<file path="src/rtl/pc_pkg.sv">
// Shared definitions for the program-counter / return-address-stack slice:
// next-PC mode encodings and the parameter legality checks.
package pc_pkg;

    typedef enum logic [2:0] {
        PCS_SEQ  = 3'b000,
        PCS_BR   = 3'b001,
        PCS_JR   = 3'b010,
        PCS_J    = 3'b011,
        PCS_CALL = 3'b100,
        PCS_RET  = 3'b101,
        PCS_TRAP = 3'b110,
        PCS_HOLD = 3'b111
    } pcsrc_t;

    localparam int ADDR_W_MIN = 28;
    localparam int ADDR_W_MAX = 64;
    localparam int RAS_DEPTH_MIN = 2;
    localparam int RAS_DEPTH_MAX = 32;

    function automatic bit addr_w_legal(input int w);
        return (w >= ADDR_W_MIN) && (w <= ADDR_W_MAX);
    endfunction

    function automatic bit ras_depth_legal(input int d);
        return (d >= RAS_DEPTH_MIN) && (d <= RAS_DEPTH_MAX) && ((d & (d - 1)) == 0);
    endfunction

endpackage

</file>
<file path="src/rtl/pc_ras.sv">
// Circular return-address stack: the pointer indexes the next free slot and a
// push into a full stack overwrites the oldest entry.
module pc_ras
    import pc_pkg::*;
#(
    parameter int DEPTH = 4,
    parameter int W     = 32
) (
    input  logic         clk,
    input  logic         rst_n,
    input  logic         i_push,
    input  logic         i_pop,
    input  logic         i_flush,
    input  logic [W-1:0] i_wdata,
    output logic [W-1:0] o_rdata,
    output logic         o_empty,
    output logic         o_full,
    output logic         o_ovf_evt,
    output logic         o_unf_evt
);

    localparam int PW = $clog2(DEPTH);

    logic [W-1:0]  r_mem [DEPTH];
    logic [PW-1:0] r_ptr;
    logic [PW:0]   r_cnt;

    logic          w_empty_eff;
    logic          w_full_eff;
    logic          w_do_pop;
    logic [PW-1:0] w_base_ptr;
    logic [PW:0]   w_base_cnt;

    assign o_empty = (r_cnt == '0);
    assign o_full  = (r_cnt == (PW + 1)'(DEPTH));

    // A flush in the same cycle makes the stack look empty to the push/pop it accompanies.
    assign w_empty_eff = i_flush | o_empty;
    assign w_full_eff  = ~i_flush & o_full;
    assign w_base_ptr  = i_flush ? '0 : r_ptr;
    assign w_base_cnt  = i_flush ? '0 : r_cnt;
    assign w_do_pop    = i_pop & ~w_empty_eff;

    assign o_ovf_evt = i_push & w_full_eff;
    assign o_unf_evt = i_pop & w_empty_eff;
    assign o_rdata   = r_mem[r_ptr - 1'b1];

    // NOTE: state registers use non-blocking assignments so every flop samples
    // the pre-edge values regardless of block evaluation order.
    always_ff @(posedge clk or negedge rst_n) begin
        if (!rst_n) begin
            r_ptr <= '0;
            r_cnt <= '0;
        end else if (i_push) begin
            r_ptr <= w_base_ptr + 1'b1;
            if (!w_full_eff) begin
                r_cnt <= w_base_cnt + 1'b1;
            end
        end else if (w_do_pop) begin
            r_ptr <= r_ptr - 1'b1;
            r_cnt <= r_cnt - 1'b1;
        end else if (i_flush) begin
            r_ptr <= '0;
            r_cnt <= '0;
        end
    end

    // NOTE: the entry array has no reset; the count guarantees a stale slot is
    // never returned, so clearing it would only add reset fan-out.
    always_ff @(posedge clk) begin
        if (i_push) begin
            r_mem[w_base_ptr] <= i_wdata;
        end
    end

endmodule

</file>
<file path="src/rtl/pc_ras_unit.sv">
// Next-PC generator with call/return stack, trap vector and sticky error flags.
// Define PC_REDIRECT_CNT_EN to build the saturating redirect counter.
module pc_ras_unit
    import pc_pkg::*;
#(
    parameter int          ADDR_W    = 32,
    parameter int          RAS_DEPTH = 4,
    parameter logic [31:0] RESET_PC  = 32'h0000_0000,
    parameter logic [31:0] TRAP_PC   = 32'h0000_0080
) (
    input  logic              clk,
    input  logic              reset,
    input  logic              PCWre,
    input  logic [2:0]        PCSrc,
    input  logic [ADDR_W-1:0] Extend,
    input  logic [ADDR_W-1:0] rs,
    input  logic [25:0]       OP,
    input  logic              flush,
    output logic [ADDR_W-1:0] PC0,
    output logic [ADDR_W-1:0] PC4,
    output logic              ras_empty,
    output logic              ras_full,
    output logic              ras_ovf,
    output logic              ras_unf,
    output logic              misalign,
    output logic [31:0]       redirect_cnt
);

    if (!addr_w_legal(ADDR_W) || !ras_depth_legal(RAS_DEPTH)) begin : g_bad_params
        $error("pc_ras_unit: ADDR_W or RAS_DEPTH outside the supported range");
    end

    localparam logic [ADDR_W-1:0] RESET_VAL = ADDR_W'(RESET_PC);
    localparam logic [ADDR_W-1:0] TRAP_VAL  = ADDR_W'(TRAP_PC);

    logic [ADDR_W-1:0] r_pc;
    logic              r_ovf;
    logic              r_unf;
    logic              r_misalign;

    pcsrc_t            w_src;
    logic [ADDR_W-1:0] w_pc4;
    logic [ADDR_W-1:0] w_br_tgt;
    logic [ADDR_W-1:0] w_jr_tgt;
    logic [ADDR_W-1:0] w_j_tgt;
    logic [ADDR_W-1:0] w_nxt;
    logic [ADDR_W-1:0] w_ras_top;
    logic              w_push;
    logic              w_pop;
    logic              w_ovf_evt;
    logic              w_unf_evt;

    assign w_src    = pcsrc_t'(PCSrc);
    assign w_pc4    = r_pc + ADDR_W'(4);
    assign w_br_tgt = w_pc4 + (Extend << 2);
    assign w_jr_tgt = {rs[ADDR_W-1:2], 2'b00};
    // Jump keeps the PC4 bits above the 28-bit region and replaces the rest.
    assign w_j_tgt  = (w_pc4 & ~ADDR_W'(28'hFFF_FFFF)) | ADDR_W'({OP, 2'b00});

    assign w_push = PCWre & (w_src == PCS_CALL);
    assign w_pop  = PCWre & (w_src == PCS_RET);

    pc_ras #(
        .DEPTH (RAS_DEPTH),
        .W     (ADDR_W)
    ) u_ras (
        .clk       (clk),
        .rst_n     (reset),
        .i_push    (w_push),
        .i_pop     (w_pop),
        .i_flush   (flush),
        .i_wdata   (w_pc4),
        .o_rdata   (w_ras_top),
        .o_empty   (ras_empty),
        .o_full    (ras_full),
        .o_ovf_evt (w_ovf_evt),
        .o_unf_evt (w_unf_evt)
    );

    // NOTE: w_nxt gets a default before the case so no path leaves it
    // unassigned and no latch is inferred.
    always_comb begin
        w_nxt = r_pc;
        unique case (w_src)
            PCS_SEQ:  w_nxt = w_pc4;
            PCS_BR:   w_nxt = w_br_tgt;
            PCS_JR:   w_nxt = w_jr_tgt;
            PCS_J:    w_nxt = w_j_tgt;
            PCS_CALL: w_nxt = w_j_tgt;
            PCS_RET:  w_nxt = w_unf_evt ? w_jr_tgt : w_ras_top;
            PCS_TRAP: w_nxt = TRAP_VAL;
            PCS_HOLD: w_nxt = r_pc;
        endcase
    end

    always_ff @(posedge clk or negedge reset) begin
        if (!reset) begin
            r_pc       <= RESET_VAL;
            r_ovf      <= 1'b0;
            r_unf      <= 1'b0;
            r_misalign <= 1'b0;
        end else begin
            if (PCWre) begin
                r_pc <= w_nxt;
            end
            if (PCWre && (w_src == PCS_JR) && (rs[1:0] != 2'b00)) begin
                r_misalign <= 1'b1;
            end
            if (w_ovf_evt) begin
                r_ovf <= 1'b1;
            end
            if (w_unf_evt) begin
                r_unf <= 1'b1;
            end
        end
    end

`ifdef PC_REDIRECT_CNT_EN
    logic [31:0] r_redirect_cnt;

    always_ff @(posedge clk or negedge reset) begin
        if (!reset) begin
            r_redirect_cnt <= '0;
        end else if (PCWre && (w_src != PCS_SEQ) && (w_src != PCS_HOLD)
                     && (r_redirect_cnt != 32'hFFFF_FFFF)) begin
            r_redirect_cnt <= r_redirect_cnt + 32'd1;
        end
    end

    assign redirect_cnt = r_redirect_cnt;
`else
    assign redirect_cnt = '0;
`endif

    assign PC0      = r_pc;
    assign PC4      = w_pc4;
    assign ras_ovf  = r_ovf;
    assign ras_unf  = r_unf;
    assign misalign = r_misalign;

endmodule

</file>
<file path="config.mk">
export PLATFORM = sky130hd
export DESIGN_NAME = pc_ras_unit
export DESIGN_NICKNAME = d
export VERILOG_FILES = /design/src/rtl/pc_pkg.sv /design/src/rtl/pc_ras.sv /design/src/rtl/pc_ras_unit.sv
export SDC_FILE = /design/constraint.sdc
export NUM_CORES = 1
export LEC_CHECK = 0
export BUFFER_PORTS_ARGS = -buffer_cell sky130_fd_sc_hd__clkbuf_2
export CORE_AREA = 2 2 151 153
export DETAILED_ROUTE_END_ITERATION = 16
export DIE_AREA = 0 0 153 155
export PLACE_DENSITY = 0.73
export SYNTH_ARGS = -nofsm -noshare
export SYNTH_HDL_FRONTEND = slang
export SYNTH_SLANG_ARGS = --single-unit
</file>
<file path="constraint.sdc">
create_clock -name clk -period 3.81 [get_ports clk]
set_input_delay 0.9525 -clock clk [delete_from_list [all_inputs] [get_ports clk]]
set_output_delay 0.9525 -clock clk [all_outputs]
set_load 0.01 [all_outputs]
</file>
==> summary.txt <==
Outcome
  – Run status: finished, final reports clean

Setup path
  – Path depth of the worst reg2reg path: 15
  – Largest stage delay on the critical path: 0.46 ns
  – Startpoint Class: flop
  – Worst R2R End: PC0[28]$_DFFE_PN0P_
  – Nature of the critical path endpoint: output port
  – R2r setup slk: 0.14 ns
  – CP Data Required Time: 2.86 ns
  – Type of the worst setup path: reg -> out
  – Crit path DAT: 2.74 ns
  – Crit path max fanout: 6
  – Critical path's most frequent cell: buf_4
  – R2r startpoint: PC0[2]$_DFFE_PN0P_
  – Sequence of cells on the critical path: buf_4, nand3_2, nor4_4, buf_4, buf_4, nand2b_1, or3_1, xnor2_2, inv_2, clkbuf_2
  – CP max stage cell: nor4_4

Clock tree
  – CTS hold repair buffers: 0
  – Clock sink count: 168
  – Clock buffer depth: 2
  – Clock transition at path regs: 0.07 ns
  – CTS tree: done
  – Skew-Pair Late Insertion Delay: 0.44 ns
  – CTS Buf Count: 17
  – CTS H-Tree Depth: 4
  – Clock root cell: clkbuf_16

Placement
  – Port Buffer Count: 163
  – Cell total after placement: 1,314
  – Post-DP HPWL: 20,900 um
  – DP Area: 11,200 um^2
  – Routability Congestion: 0.920
  – Pre-CTS WS: 0.187 ns

Global route
  – Total GRT Usage: 24.9%
  – Total gr overflow: 0
  – Antenna violations before repair: 0
  – First-pass GRT wire length: 45,100 um
  – Largest net degree at the start of global routing: 36
  – Vias in the first global route: 7,767

STA
  – Fin. Hold Viols: 0
  – Fin crit period: 3.69 ns
  – Final period util: 97.0%
  – Hold slack: 0.461 ns
  – Slew margin rel.: 25.7%
  – Max Slew Vio Count: 0
  – TNS Setup: 0 ns
  – Post-route setup slack: 0.115 ns
  – Setup-failing EPs final: 0
  – Worst slew pin tran: 1.11 ns
  – Peak Freq: 271 MHz
  – Setup Skew: 0.0120 ns

Detailed routing
  – Initial DRC Count: 750
  – DRC Markers: 0
  – 1st-pass router iterations: 5
  – WL/cell: 21.7 um
  – Via count: 7,994
  – Routed WL: 29,200 um
  – DRT antenna net count: 0
  – Via density: 5.93

Layout
  – Finished Core Util: 53.4%
  – Synthesis-to-finish area growth: 20.7%
  – Ant diodes: 0
  – Post-Layout Cell Count: 1,348
  – Design area: 11,900 um^2
  – Share of layout cells above drive strength 1: 30.5%
  – Nets@finish: 1,190
  – # fillers: 1,948

Pwr
  – Leakage: 4.73 nW
  – Total Power: 5.87 mW
  – Worst vdd ir: 0.359 mV
  – Pwr dens: 494 nW/um^2

Synthesis
  – Ys async rst share: 23.8%
  – Avg Inst Size Synth: 11.6 um^2
  – Mapped Area: 9840 um^2
  – Number of synthesized register bits: 168
  – YS warnings: 0
  – Cells after Synth: 850
  – Prevailing post-synth register cell: edfxtp_1
  – Netlist cell types: 79
  – Sequential area share after synthesis: 49.2%
  – Number of synthesized flops with an enable pin: 128

Die
  – Core area: 22,200 um^2
  – Starting Density: 44.3%
  – Die width: 153 um
  – IO Count: 198
  – Die span in y: 155 um
  – Die footprint: 23,700 um^2
  – Rows: 55

Min path
  – Hold Path Sink: ras_ovf$_DFFE_PN0P_
  – Min-Delay Path Class: reg -> reg
  – Worst hold start: ras_ovf$_DFFE_PN0P_
  – Hold depth: 1

Flow run
  – Max cap viols: 0
[worst max-delay path: cells and delay by family, from the launching register on]
family | cells | cell delay [ns]
xor gates and xnor gates | 1 | 0.19
buffers and inverters | 5 | 0.69
DFF | 1 | 0.35
and+or+nand+nor | 4 | 1.08
[synth_stat cells, types with 11 or more instances]
cell type,instances,area [um^2]
a21oi_1,46,230
a221o_1,14,140
buf_4,34,255
o21ai_0,26,130
a221oi_1,19,166
ha_1,42,526
dfrtp_1,40,1000
and2_1,11,68.8
inv_1,26,97.6
nand4_1,14,87.6
nor3_1,14,70.1
a21o_1,14,105
nand2_1,66,248
nor2_1,51,191
xor2_1,18,158
edfxtp_1,128,3840
o21ai_1,14,70.1
xnor2_1,28,245
mux4_2,32,721
nand3_1,24,120
clkbuf_1,31,116
[report_power, final]
| part | switching, mW | leakage [nW] | internal (mW) |
|---|---|---|---|
| registers | 0.116 | 1.63 | 2.14 |
| clock network | 0.750 | 0.287 | 1.05 |
| logic | 1.07 | 2.82 | 0.746 |
| total | 1.93 | 4.73 | 3.93 |
[layout make-up]
| cell class | instances | area (um^2) | share of cell area [%] |
|---|---|---|---|
| Clock buffer | 18 | 439 | 3.70 |
| Clock inverter | 14 | 173 | 1.45 |
| Multi-Input combinational cell | 612 | 4680 | 39.4 |
| Timing Repair Buffer | 224 | 1270 | 10.7 |
| Sequential cell | 168 | 4850 | 40.8 |
| Tap cell | 285 | 357 | 3.00 |
| Inverter | 27 | 101 | 0.853 |
[logic make-up after synthesis]
kind of cell / share of synthesized area, %
XOR/XNOR: 4.32
other: 0.0381
flip-flops: 49.2
multiplexers: 8.06
AND/OR/NAND/NOR: 12.4
buffers and inverters: 5.21
AO/OA/AOI/OAI: 15.2
adder cells (fa/ha/maj): 5.55
[routing by layer]
metal / up-vias / global-route usage [%] / share of wire, % / wire [um]
met5: - / 0 / 0 / 0
met4: 0 / 6.39 / 1.5 / 429
met3: 33 / 4.62 / 8.2 / 2390
met2: 391 / 39.4 / 47 / 13800
met1: 3959 / 35.8 / 43 / 12600
li1: 3611 / - / - / -
[worst max-delay path by stage]
stage / start / slack (ns) / end
floorplan: PC0[2]$_DFFE_PN0P_ / 0.20 / PC0[27]$_DFFE_PN0P_
global placement: PC0[3]$_DFFE_PN0P_ / 0.23 / PC0[27]$_DFFE_PN0P_
detailed placement: PC0[4]$_DFFE_PN0P_ / 0.19 / PC0[28]$_DFFE_PN0P_
CTS: PC0[9]$_DFFE_PN0P_ / 0.12 / PC0[27]$_DFFE_PN0P_
global route: PC0[2]$_DFFE_PN0P_ / -0.05 / PC0[28]$_DFFE_PN0P_
finish: PC0[2]$_DFFE_PN0P_ / 0.12 / PC4[29]
[repair_timing]
action                                  4_1_cts  5_1_grt
pin swaps                                     0        2
buffers inserted                              0        2
gates resized for setup                       1       19
endpoints found under the setup margin        1        8
endpoints found under the hold margin         0        0
[cells in the final DEF, fill, tap and decap left out, drive strengths merged, types with 4 or more instances in the layout]
| master | synthesis | layout |
|---|---|---|
| or3 | 9 | 9 |
| o2111ai | 6 | 6 |
| a21oi | 46 | 46 |
| nand2 | 68 | 68 |
| conb | 1 | 32 |
| o21bai | 4 | 4 |
| mux2i | 5 | 5 |
| nor2 | 51 | 51 |
| nand4 | 14 | 14 |
| ha | 42 | 42 |
| clkinv | 0 | 4 |
| mux4 | 32 | 32 |
| o21a | 5 | 5 |
| o21ai | 41 | 41 |
| a221oi | 19 | 19 |
| a21boi | 5 | 5 |
| and2 | 11 | 11 |
| nand2b | 7 | 7 |
| nor3b | 5 | 5 |
| nor3 | 14 | 14 |
| o31ai | 4 | 4 |
| a22o | 4 | 4 |
| o211ai | 8 | 8 |
| dfrtp | 40 | 40 |
| a31oi | 7 | 7 |
| clkbuf | 31 | 181 |
| xor2 | 18 | 18 |
| a22oi | 8 | 8 |
| and3 | 9 | 9 |
| a221o | 14 | 14 |
| nor2b | 9 | 9 |
| clkinvlp | 0 | 4 |
| edfxtp | 128 | 128 |
| inv | 27 | 30 |
| buf | 43 | 61 |
| xnor2 | 28 | 28 |
| a21o | 14 | 14 |
| nand3 | 25 | 25 |
| o22ai | 4 | 4 |
[state kept, by name, summed over array words and instances, names as in the netlist]
register and count:
u_ras.r_mem 128, PC0 32, u_ras.r_cnt 3, u_ras.r_ptr 2, misalign 1, ras_ovf 1
ras_unf 1
(Power assumes the default switching activity.)
